`config.mk`:
```
export PLATFORM = sky130hd
export DESIGN_NAME = alu_control_mc_flat
export DESIGN_NICKNAME = d
export VERILOG_FILES = /design/src/rtl/alu_control_mc_if.sv /design/src/rtl/alu_control_mc.sv /design/src/flat_wrapper.sv
export SDC_FILE = /design/constraint.sdc
export NUM_CORES = 1
export LEC_CHECK = 0
export BUFFER_PORTS_ARGS = -buffer_cell sky130_fd_sc_hd__buf_2
export CAP_MARGIN = 20
export CELL_PAD_IN_SITES_DETAIL_PLACEMENT = 0
export CELL_PAD_IN_SITES_GLOBAL_PLACEMENT = 1
export CORE_UTILIZATION = 36
export CTS_BUF_LIST = sky130_fd_sc_hd__clkbuf_8
export CTS_CLUSTER_DIAMETER = 150
export DETAILED_ROUTE_END_ITERATION = 6
export GPL_ROUTABILITY_DRIVEN = 1
export PLACE_DENSITY_LB_ADDON = 0.1
export SLEW_MARGIN = 10
export SYNTH_ARGS = -nofsm -noshare
export SYNTH_HDL_FRONTEND = slang
export SYNTH_SLANG_ARGS = --single-unit
```
`constraint.sdc`:
```
create_clock -name clk_i -period 1.4 [get_ports clk_i]
set_clock_uncertainty 0.05 [all_clocks]
set_input_delay 0.07 -clock clk_i [delete_from_list [all_inputs] [get_ports clk_i]]
set_output_delay 0.07 -clock clk_i [all_outputs]
set_load 0.005 [all_outputs]
```
`src/rtl/alu_control_mc_if.sv`:
```
// Request/response bundle between the ID/EX stage and the ALU control unit.
interface alu_control_mc_if #(
  parameter int CTRL_W = 4
);
  logic              valid_i;
  logic [5:0]        funct_i;
  logic [1:0]        ALUOp_i;
  logic              flush_i;
  logic [CTRL_W-1:0] ALUCtrl_o;
  logic              valid_o;
  logic              stall_o;
  logic              mul_start_o;

  modport master (
    output valid_i, funct_i, ALUOp_i, flush_i,
    input  ALUCtrl_o, valid_o, stall_o, mul_start_o
  );

  modport slave (
    input  valid_i, funct_i, ALUOp_i, flush_i,
    output ALUCtrl_o, valid_o, stall_o, mul_start_o
  );
endinterface

```
`src/rtl/alu_control_mc.sv`:
```
// Registered ALU control decode with multi-cycle multiply sequencing.
module alu_control_mc #(
  parameter int CTRL_W  = 4,
  parameter int MUL_LAT = 4,
  parameter int CNT_W   = $clog2(MUL_LAT) + 1
) (
  input  logic             clk_i,
  input  logic             rst_i,
  alu_control_mc_if.slave  bus
);

  typedef enum logic {
    IDLE,
    BUSY
  } state_t;

  localparam logic [2:0] OP_NOP = 3'd0;
  localparam logic [2:0] OP_ADD = 3'd1;
  localparam logic [2:0] OP_SUB = 3'd2;
  localparam logic [2:0] OP_AND = 3'd3;
  localparam logic [2:0] OP_OR  = 3'd4;
  localparam logic [2:0] OP_MUL = 3'd5;
  localparam logic [2:0] OP_SLT = 3'd6;

  // A multiply only needs the BUSY sequence when it takes more than one cycle.
  localparam logic MULTI_CYCLE = (MUL_LAT > 1);

  state_t            state_q, state_d;
  logic [CNT_W-1:0]  cnt_q, cnt_d;
  logic [CTRL_W-1:0] ctrl_q, ctrl_d;
  logic              valid_q, valid_d;
  logic              stall_q, stall_d;
  logic              mul_start_q, mul_start_d;

  logic              accept;
  logic              is_mul;
  logic [2:0]        code;

  function automatic logic [2:0] decode(input logic [1:0] op, input logic [5:0] funct);
    logic [2:0] r;
    r = OP_NOP;
    case (op)
      2'b00: r = OP_ADD;
      2'b01: r = OP_SUB;
      2'b11: r = OP_OR;
      default: begin
        case (funct)
          6'b100000: r = OP_ADD;
          6'b100010: r = OP_SUB;
          6'b100100: r = OP_AND;
          6'b100101: r = OP_OR;
          6'b011000: r = OP_MUL;
          6'b101010: r = OP_SLT;
          default:   r = OP_NOP;
        endcase
      end
    endcase
    return r;
  endfunction

  assign code   = decode(bus.ALUOp_i, bus.funct_i);
  assign is_mul = (bus.ALUOp_i == 2'b10) && (bus.funct_i == 6'b011000);
  assign accept = bus.valid_i && !stall_q && !bus.flush_i && (state_q == IDLE);

  // State, counter and registered outputs; reset dominates everything.
  always_ff @(posedge clk_i) begin
    if (rst_i) begin
      state_q     <= IDLE;
      cnt_q       <= '0;
      ctrl_q      <= '0;
      valid_q     <= 1'b0;
      stall_q     <= 1'b0;
      mul_start_q <= 1'b0;
    end else begin
      state_q     <= state_d;
      cnt_q       <= cnt_d;
      ctrl_q      <= ctrl_d;
      valid_q     <= valid_d;
      stall_q     <= stall_d;
      mul_start_q <= mul_start_d;
    end
  end

  // Next state and latency counter.
  always_comb begin
    state_d = state_q;
    cnt_d   = cnt_q;
    if (bus.flush_i) begin
      state_d = IDLE;
      cnt_d   = '0;
    end else begin
      case (state_q)
        IDLE: begin
          if (accept && is_mul && MULTI_CYCLE) begin
            state_d = BUSY;
            cnt_d   = CNT_W'(MUL_LAT - 1);
          end
        end
        BUSY: begin
          if (cnt_q != '0) begin
            cnt_d = cnt_q - CNT_W'(1);
          end
          if (cnt_q <= CNT_W'(1)) begin
            state_d = IDLE;
          end
        end
        default: begin
          state_d = IDLE;
          cnt_d   = '0;
        end
      endcase
    end
  end

  // Next values of the registered outputs; the code register only changes on acceptance.
  always_comb begin
    ctrl_d      = ctrl_q;
    valid_d     = 1'b0;
    stall_d     = 1'b0;
    mul_start_d = 1'b0;
    if (!bus.flush_i) begin
      case (state_q)
        IDLE: begin
          if (accept) begin
            ctrl_d      = CTRL_W'(code);
            mul_start_d = is_mul;
            if (is_mul && MULTI_CYCLE) begin
              stall_d = 1'b1;
            end else begin
              valid_d = 1'b1;
            end
          end
        end
        BUSY: begin
          if (cnt_q <= CNT_W'(1)) begin
            valid_d = 1'b1;
          end else begin
            stall_d = 1'b1;
          end
        end
        default: ;
      endcase
    end
  end

  assign bus.ALUCtrl_o   = ctrl_q;
  assign bus.valid_o     = valid_q;
  assign bus.stall_o     = stall_q;
  assign bus.mul_start_o = mul_start_q;

endmodule

```
`src/flat_wrapper.sv`:
```
// flat-port wrapper written by rule: the top's interface ports become plain ports
module alu_control_mc_flat 
#(
  parameter int CTRL_W  = 4,
  parameter int MUL_LAT = 4,
  parameter int CNT_W   = $clog2(MUL_LAT) + 1
)
  (clk_i, rst_i, bus_valid_i, bus_funct_i, bus_ALUOp_i, bus_flush_i, bus_ALUCtrl_o, bus_valid_o, bus_stall_o, bus_mul_start_o);
  alu_control_mc_if #(.CTRL_W(CTRL_W)) bus_i ();
  input  logic clk_i;
  input  logic rst_i;
  input wire logic [$bits(bus_i.valid_i)-1:0] bus_valid_i;
  input wire logic [$bits(bus_i.funct_i)-1:0] bus_funct_i;
  input wire logic [$bits(bus_i.ALUOp_i)-1:0] bus_ALUOp_i;
  input wire logic [$bits(bus_i.flush_i)-1:0] bus_flush_i;
  output wire logic [$bits(bus_i.ALUCtrl_o)-1:0] bus_ALUCtrl_o;
  output wire logic [$bits(bus_i.valid_o)-1:0] bus_valid_o;
  output wire logic [$bits(bus_i.stall_o)-1:0] bus_stall_o;
  output wire logic [$bits(bus_i.mul_start_o)-1:0] bus_mul_start_o;
  assign bus_i.valid_i = bus_valid_i;
  assign bus_i.funct_i = bus_funct_i;
  assign bus_i.ALUOp_i = bus_ALUOp_i;
  assign bus_i.flush_i = bus_flush_i;
  assign bus_ALUCtrl_o = bus_i.ALUCtrl_o;
  assign bus_valid_o = bus_i.valid_o;
  assign bus_stall_o = bus_i.stall_o;
  assign bus_mul_start_o = bus_i.mul_start_o;
  alu_control_mc #(.CTRL_W(CTRL_W), .MUL_LAT(MUL_LAT), .CNT_W(CNT_W)) u_core (.clk_i(clk_i), .rst_i(rst_i), .bus(bus_i));
endmodule
```
==> results.cfg, run 1 <==
[clock_tree]
holdBufCountCts = 0
clkLatencyLatePin_ns = 0.23
cts-root-buf = clkbuf_8
ctsHtreeMaxLevel = 1
clk_pin_slew_ns = 0.04
clk_path_buf_depth = 2
numCtsBuffers = 3
clkSinkCount = 9
tritoncts = done

[drt]
drt-pass1-iter-count = 3
ant_nets = 0
drc = 0
routedWlPerCell_microns = 10.4
drt_iter0_drc = 4
vias = 480
viasPerCell = 5.05
wirelength_microns = 985

[synthesis]
synthAdderAreaFrac_pct = 4.71
synthDistinctLibCells = 29
syn-cell-area_sq_um = 532
synth_top_family_by_area = simple AND/OR/NAND/NOR gates
synth_area_per_cell_sq_um = 9.01
synth_seq_area_share_pct = 33.9
synth-simple-area-share_pct = 33.9
syn_inst = 59
synthXorXnorAreaFrac_pct = 0
synth.ff_latch_count = 9
synth-compound-area-share_pct = 20.0
synth_warnings = 0
muxShareOfSynthArea_pct = 1.88
synth_nets = 73

[sta]
timing.final.ws_setup_ns = 0.0624
slew_viol_final = 0
fmax_mhz = 748
min_period_over_period_pct = 95.5
setup_viol = 0
period_needed_ns = 1.34
final_hold_viol_count = 0
hold_slack_ns = 0.0352
tns_ns = 0

[outcome]
status = complete, no violations

[final_layout]
final_nets = 95
diodes = 0
drive_gt1_share_pct = 42.5
fill_cells = 138
area_growth_pct = 30.4

[worst_setup_path]
path_delay_family = adder cells
path_class = reg -> reg
required_ns = 1.45
crit_chain = inv_2, ha_1, ha_1, or2b_4, o21ai_2, a31oi_1
critPathArrivalTime_ns = 1.39
crit_slowest_cell = dfxtp_1
slowest_delay_ns = 0.31
cp_common_cell = ha_1
cp-end-kind = register
worstSetupStartpointType = register
crit_buf_inv = 1
critPathMaxFanout = 6

[floorplan]
core-area_sq_mm = 0.00133
num_io_pins = 19
rows = 13
die_area_sq_mm = 0.00163
die_y_microns = 40.4
start_util_pct = 39.9
die_width_microns = 40.4

[global_route]
grt_pass1_vias = 398
antenna_found_initial = 0
grtUsageTotal_pct = 16.3
grt_pass1_wl_microns = 1690
grt_max_degree = 8
grt_overflow = 0

[placement]
post-place-ws_ns = -0.0186
place_hpwl_microns = 816
io_buffers = 17
place.gp.congestion = 0.748

[flow_run]
drv_cap = 0

[pwr]
max-vdd-ir-drop_mv = 0.825
leakage_nw = 0.301
powerDensity_mw_per_mm2 = 901

[min_path]
hold_class = in -> reg
==> Yosys cell counts <==
cell      count  area share (%)
inv_1         5             3.5
or2_2         1             1.2
a21oi_1       2             1.9
o41ai_2       1             3.1
nor2_1        5             3.5
nand4b_1      1             1.6
nor4_1        1             1.2
o41ai_1       1             1.6
mux2i_1       1             1.9
or2b_1        1             1.4
or3b_4        1             2.1
nor3_1        2             1.9
and2b_2       1             1.6
dfxtp_1       9              34
ha_1          2             4.7
and3b_1       1             1.6
o31ai_1       1             1.4
nor3b_4       1             3.5
nor3b_2       2             4.7
nand4_1       1             1.2
nand3b_1      2             2.8
buf_4         1             1.4
conb_1        1            0.71
a31oi_1       5             5.9
nand4_2       1             2.4
o21a_1        1             1.4
o21ai_0       5             4.7
nand2b_1      2             2.4
nand2_1       1            0.71
==> per-layer routing <==
metal | up-vias | wire, microns | GRT usage [%]
li1 | 258 | - | -
met1 | 206 | 523 | 20.8
met2 | 14 | 385 | 22.2
met3 | 2 | 63 | 8.33
met4 | 0 | 12 | 7.50
met5 | - | 0 | 0
==> worst reg2reg max path: stages (launching register included) <==
cell,delay [ns]
dfxtp_1,0.31
inv_2,0.05
ha_1,0.19
ha_1,0.17
or2b_4,0.28
o21ai_2,0.12
a31oi_1,0.05
==> final cells by class <==
cell class                      instances  area (sq um)  share of cell area, %
Clock buffer                            3          41.3                   5.96
Clock inverter                          1          3.75                  0.542
Inverter                                5          18.8                   2.71
Multi-Input combinational cell         44           337                   48.6
Sequential cell                         9           181                   26.2
Tap cell                               15          18.8                   2.71
Timing Repair Buffer                   18          92.6                   13.4
==> power by group <==
part | total, mW | switching [mW] | internal (mW)
logic | 0.0793 | 0.0414 | 0.0378
registers | 0.264 | 0.00166 | 0.262
clock network | 0.282 | 0.0919 | 0.190
==> metrics by stage <==
| step | cells | utilization, % | power, mW | instance area [sq um] |
|---|---|---|---|---|
| floorplan | 59 | - | 0.310 | 532 |
| global placement | 91 | 47.7 | 0.346 | 636 |
| detailed placement | 91 | 47.7 | 0.346 | 636 |
| CTS | 95 | 51.0 | 0.633 | 681 |
| global route | 95 | 52.0 | 0.666 | 693 |
| finish | 95 | 52.0 | 0.625 | 693 |
==> layout by cell type (no fill, tap or decap), types with 2 or more instances in the layout <==
| cell type | instances |
|---|---|
| nor3_1 | 2 |
| a21oi_1 | 2 |
| buf_2 | 17 |
| nand2b_1 | 2 |
| inv_1 | 5 |
| dfxtp_1 | 8 |
| nor3b_2 | 2 |
| ha_1 | 2 |
| o21ai_0 | 3 |
| o21ai_2 | 2 |
| nand3b_1 | 2 |
| clkbuf_8 | 3 |
| a31oi_1 | 5 |
| nor2_1 | 5 |
==> registers in the layout (all words and copies together) (netlist names) <==
register	flops
u_core.bus.stall_o	1
u_core.cnt_q	3
u_core.bus.ALUCtrl_o	3
u_core.bus.valid_o	1
u_core.bus.mul_start_o	1
==> worst paths after layout <==
check / slack [ns] / from / depth (start not counted) / to
hold reg to reg: 0.43 / u_core.cnt_q[0]$_SDFFE_PP0P_ / 2 / u_core.cnt_q[0]$_SDFFE_PP0P_
hold / removal: 0.04 / bus_ALUOp_i[0] / 2 / u_core.bus.ALUCtrl_o[0]$_SDFFE_PP0P_
setup reg to reg: 0.06 / u_core.cnt_q[0]$_SDFFE_PP0P_ / 6 / u_core.cnt_q[1]$_SDFFE_PP0P_
setup / recovery: 0.06 / u_core.cnt_q[0]$_SDFFE_PP0P_ / 6 / u_core.cnt_q[1]$_SDFFE_PP0P_
==> logic make-up after synthesis <==
family,count (synthesis)
adder cells (fa/ha/maj),2
AND/OR/NAND/NOR,24
flip-flops,9
buffers and inverters,6
other,1
multiplexers,1
AO/OA/AOI/OAI,16
==> timing repair <==
item	4_1_cts	5_1_grt
hold endpoints to repair	0	0
endpoints found under the setup margin	1	3
setup buffers	0	0
gates resized for setup	2	5
(Power assumes the default switching activity.)
==> run 2: changes to the inputs <==
--- a/config.mk
+++ b/config.mk
@@ -5,14 +5,14 @@
 export SDC_FILE = /design/constraint.sdc
 export NUM_CORES = 1
 export LEC_CHECK = 0
-export BUFFER_PORTS_ARGS = -buffer_cell sky130_fd_sc_hd__buf_2
 export CAP_MARGIN = 20
 export CELL_PAD_IN_SITES_DETAIL_PLACEMENT = 0
 export CELL_PAD_IN_SITES_GLOBAL_PLACEMENT = 1
-export CORE_UTILIZATION = 36
+export CORE_UTILIZATION = 40
 export CTS_BUF_LIST = sky130_fd_sc_hd__clkbuf_8
 export CTS_CLUSTER_DIAMETER = 150
 export DETAILED_ROUTE_END_ITERATION = 6
+export DONT_BUFFER_PORTS = 1
 export GPL_ROUTABILITY_DRIVEN = 1
 export PLACE_DENSITY_LB_ADDON = 0.1
 export SLEW_MARGIN = 10
==> run 2 against run 1 <==
The flow now finishes with violations (hold timing); wire length rose by 24%; register-to-register slack barely moved; cell count is 16% lower; largest power group unchanged.
==> results.cfg, run 2 (synthesized netlist as in run 1, its figures left out) <==
[outcome]
violations = hold timing
status = finished with violations

[final_layout]
utilization_pct = 54.6
fin_cells = 80
final_common_cell = dfxtp_1
diodes = 0
final_area_sq_um = 639
drive_gt1_share_pct = 25.8
final_nets = 81
area_growth_pct = 20.2
final_cell_mix = dfxtp_1, inv_1, nor2_1, a31oi_1

[clock_tree]
clk_path_buf_depth = 2
clk_pin_slew_ns = 0.04
tritoncts = done
cts-root-buf = clkbuf_8
clkLatencyLatePin_ns = 0.23
postCtsSetupBuffers = 0
ctsHtreeMaxLevel = 1
numCtsBuffers = 3
clkSinkCount = 9

[global_route]
grt_pass1_vias = 444
antenna_found_initial = 0
grt_pass1_wl_microns = 1900
grt_overflow = 0
grtUsageTotal_pct = 19.7
grt_max_degree = 8

[flow_run]
drv_cap = 0

[worst_setup_path]
critPathArrivalTime_ns = 1.42
r2r_slack_ns = 0.05
worstSetupStartpointType = register
crit_buf_inv = 1
cp-end-kind = register
path_delay_family = simple AND/OR/NAND/NOR gates
required_ns = 1.47
crit_chain = inv_2, ha_1, ha_2, or2b_4, nand4_1, o31ai_2
slowest_delay_ns = 0.31
crit_slowest_cell = dfxtp_1
path_class = reg -> reg
critPathMaxFanout = 6

[sta]
setup_viol = 0
period_needed_ns = 1.35
hold_slack_ns = -0.00810
grt_setup_unrepaired = no
slew_viol_final = 0
timing.final.ws_setup_ns = 0.0528
final_hold_viol_count = 1
fmax_mhz = 742
min_period_over_period_pct = 96.2

[pwr]
powerDensity_mw_per_mm2 = 961
leakage_nw = 0.238
finalPower_mw = 0.614
max-vdd-ir-drop_mv = 0.621

[placement]
dpl_cell_area_sq_um = 549
place_hpwl_microns = 877
post-place-ws_ns = -0.0156
place.gp.congestion = 0.781
io_buffers = 0
dp_cells = 73

[floorplan]
num_io_pins = 19
die_y_microns = 38.5
core-area_sq_mm = 0.00117
rows = 12
die_width_microns = 38.5
die_area_sq_mm = 0.00148
start_util_pct = 45.4

[drt]
wirelength_microns = 1220
drc = 0
drt-pass1-iter-count = 2
ant_nets = 0
vias = 477
routedWlPerCell_microns = 15.2
viasPerCell = 5.96
drt_iter0_drc = 3

[min_path]
hold_class = in -> reg
[run 2: cell count changes in the layout (fill, tap and decap cells not counted)]
cell,delta
buf_2,-17
dfxtp_1,+1
dfxtp_2,-1
dlygate4sd3_1,+3
ha_1,-1
ha_2,+1
o21ai_1,+1
o21ai_2,-1
o31ai_1,-1
o31ai_2,+1
[run 2: final cells by class]
type / instances / area [sq um]
repair buffers: 4 / 37.5
multi-input cells: 44 / 340
flip-flops and latches: 9 / 180
clock inverters: 1 / 3.75
clock buffers: 3 / 41.3
fillers: 118 / 532
well taps: 14 / 17.5
inverters: 5 / 18.8
[run 2: worst paths after layout]
check                               startpoint                            to  cells past startpoint
setup reg to reg  u_core.cnt_q[0]$_SDFFE_PP0P_  u_core.cnt_q[2]$_SDFFE_PP0P_                      6
hold reg to reg   u_core.cnt_q[0]$_SDFFE_PP0P_  u_core.cnt_q[0]$_SDFFE_PP0P_                      2
hold / removal                           rst_i  u_core.cnt_q[0]$_SDFFE_PP0P_                      3
setup / recovery  u_core.cnt_q[0]$_SDFFE_PP0P_  u_core.cnt_q[2]$_SDFFE_PP0P_                      6
[run 2: metrics by stage]
stage | hold slack (ns) | TNS (ns)
finish | -0.00810 | 0
global route | 0.00344 | 0
CTS | 0.000191 | 0
detailed placement | 0.0951 | -0.0156
global placement | 0.0934 | 0
floorplan | 0.0924 | 0
[run 2: what timing repair did]
| action | 4_1_cts | 5_1_grt |
|---|---|---|
| hold buffers | 3 | 0 |
| hold endpoints to repair | 5 | 0 |
| resized for setup | 2 | 5 |
| endpoints found under the setup margin | 1 | 3 |
[run 2: per-layer routing]
metal	GRT usage [%]	vias to the layer above	routed length [microns]
met1	25.8	225	611
met3	9.88	2	89
li1	-	231	-
met5	0	-	0
met4	10.3	0	11
met2	25.8	19	507
[run 2: worst reg2reg max path, cell delays in order, from the launching register on]
cell and delay, ns:
dfxtp_1 0.31, inv_2 0.05, ha_1 0.19, ha_2 0.16
or2b_4 0.28, nand4_1 0.11, o31ai_2 0.08
[run 2: power by group]
group | internal [mW] | switching [mW] | leakage (nW)
sequential | 0.262 | 0.00289 | 0.0729
clock | 0.191 | 0.103 | 0.0269
combinational | 0.0300 | 0.0260 | 0.138
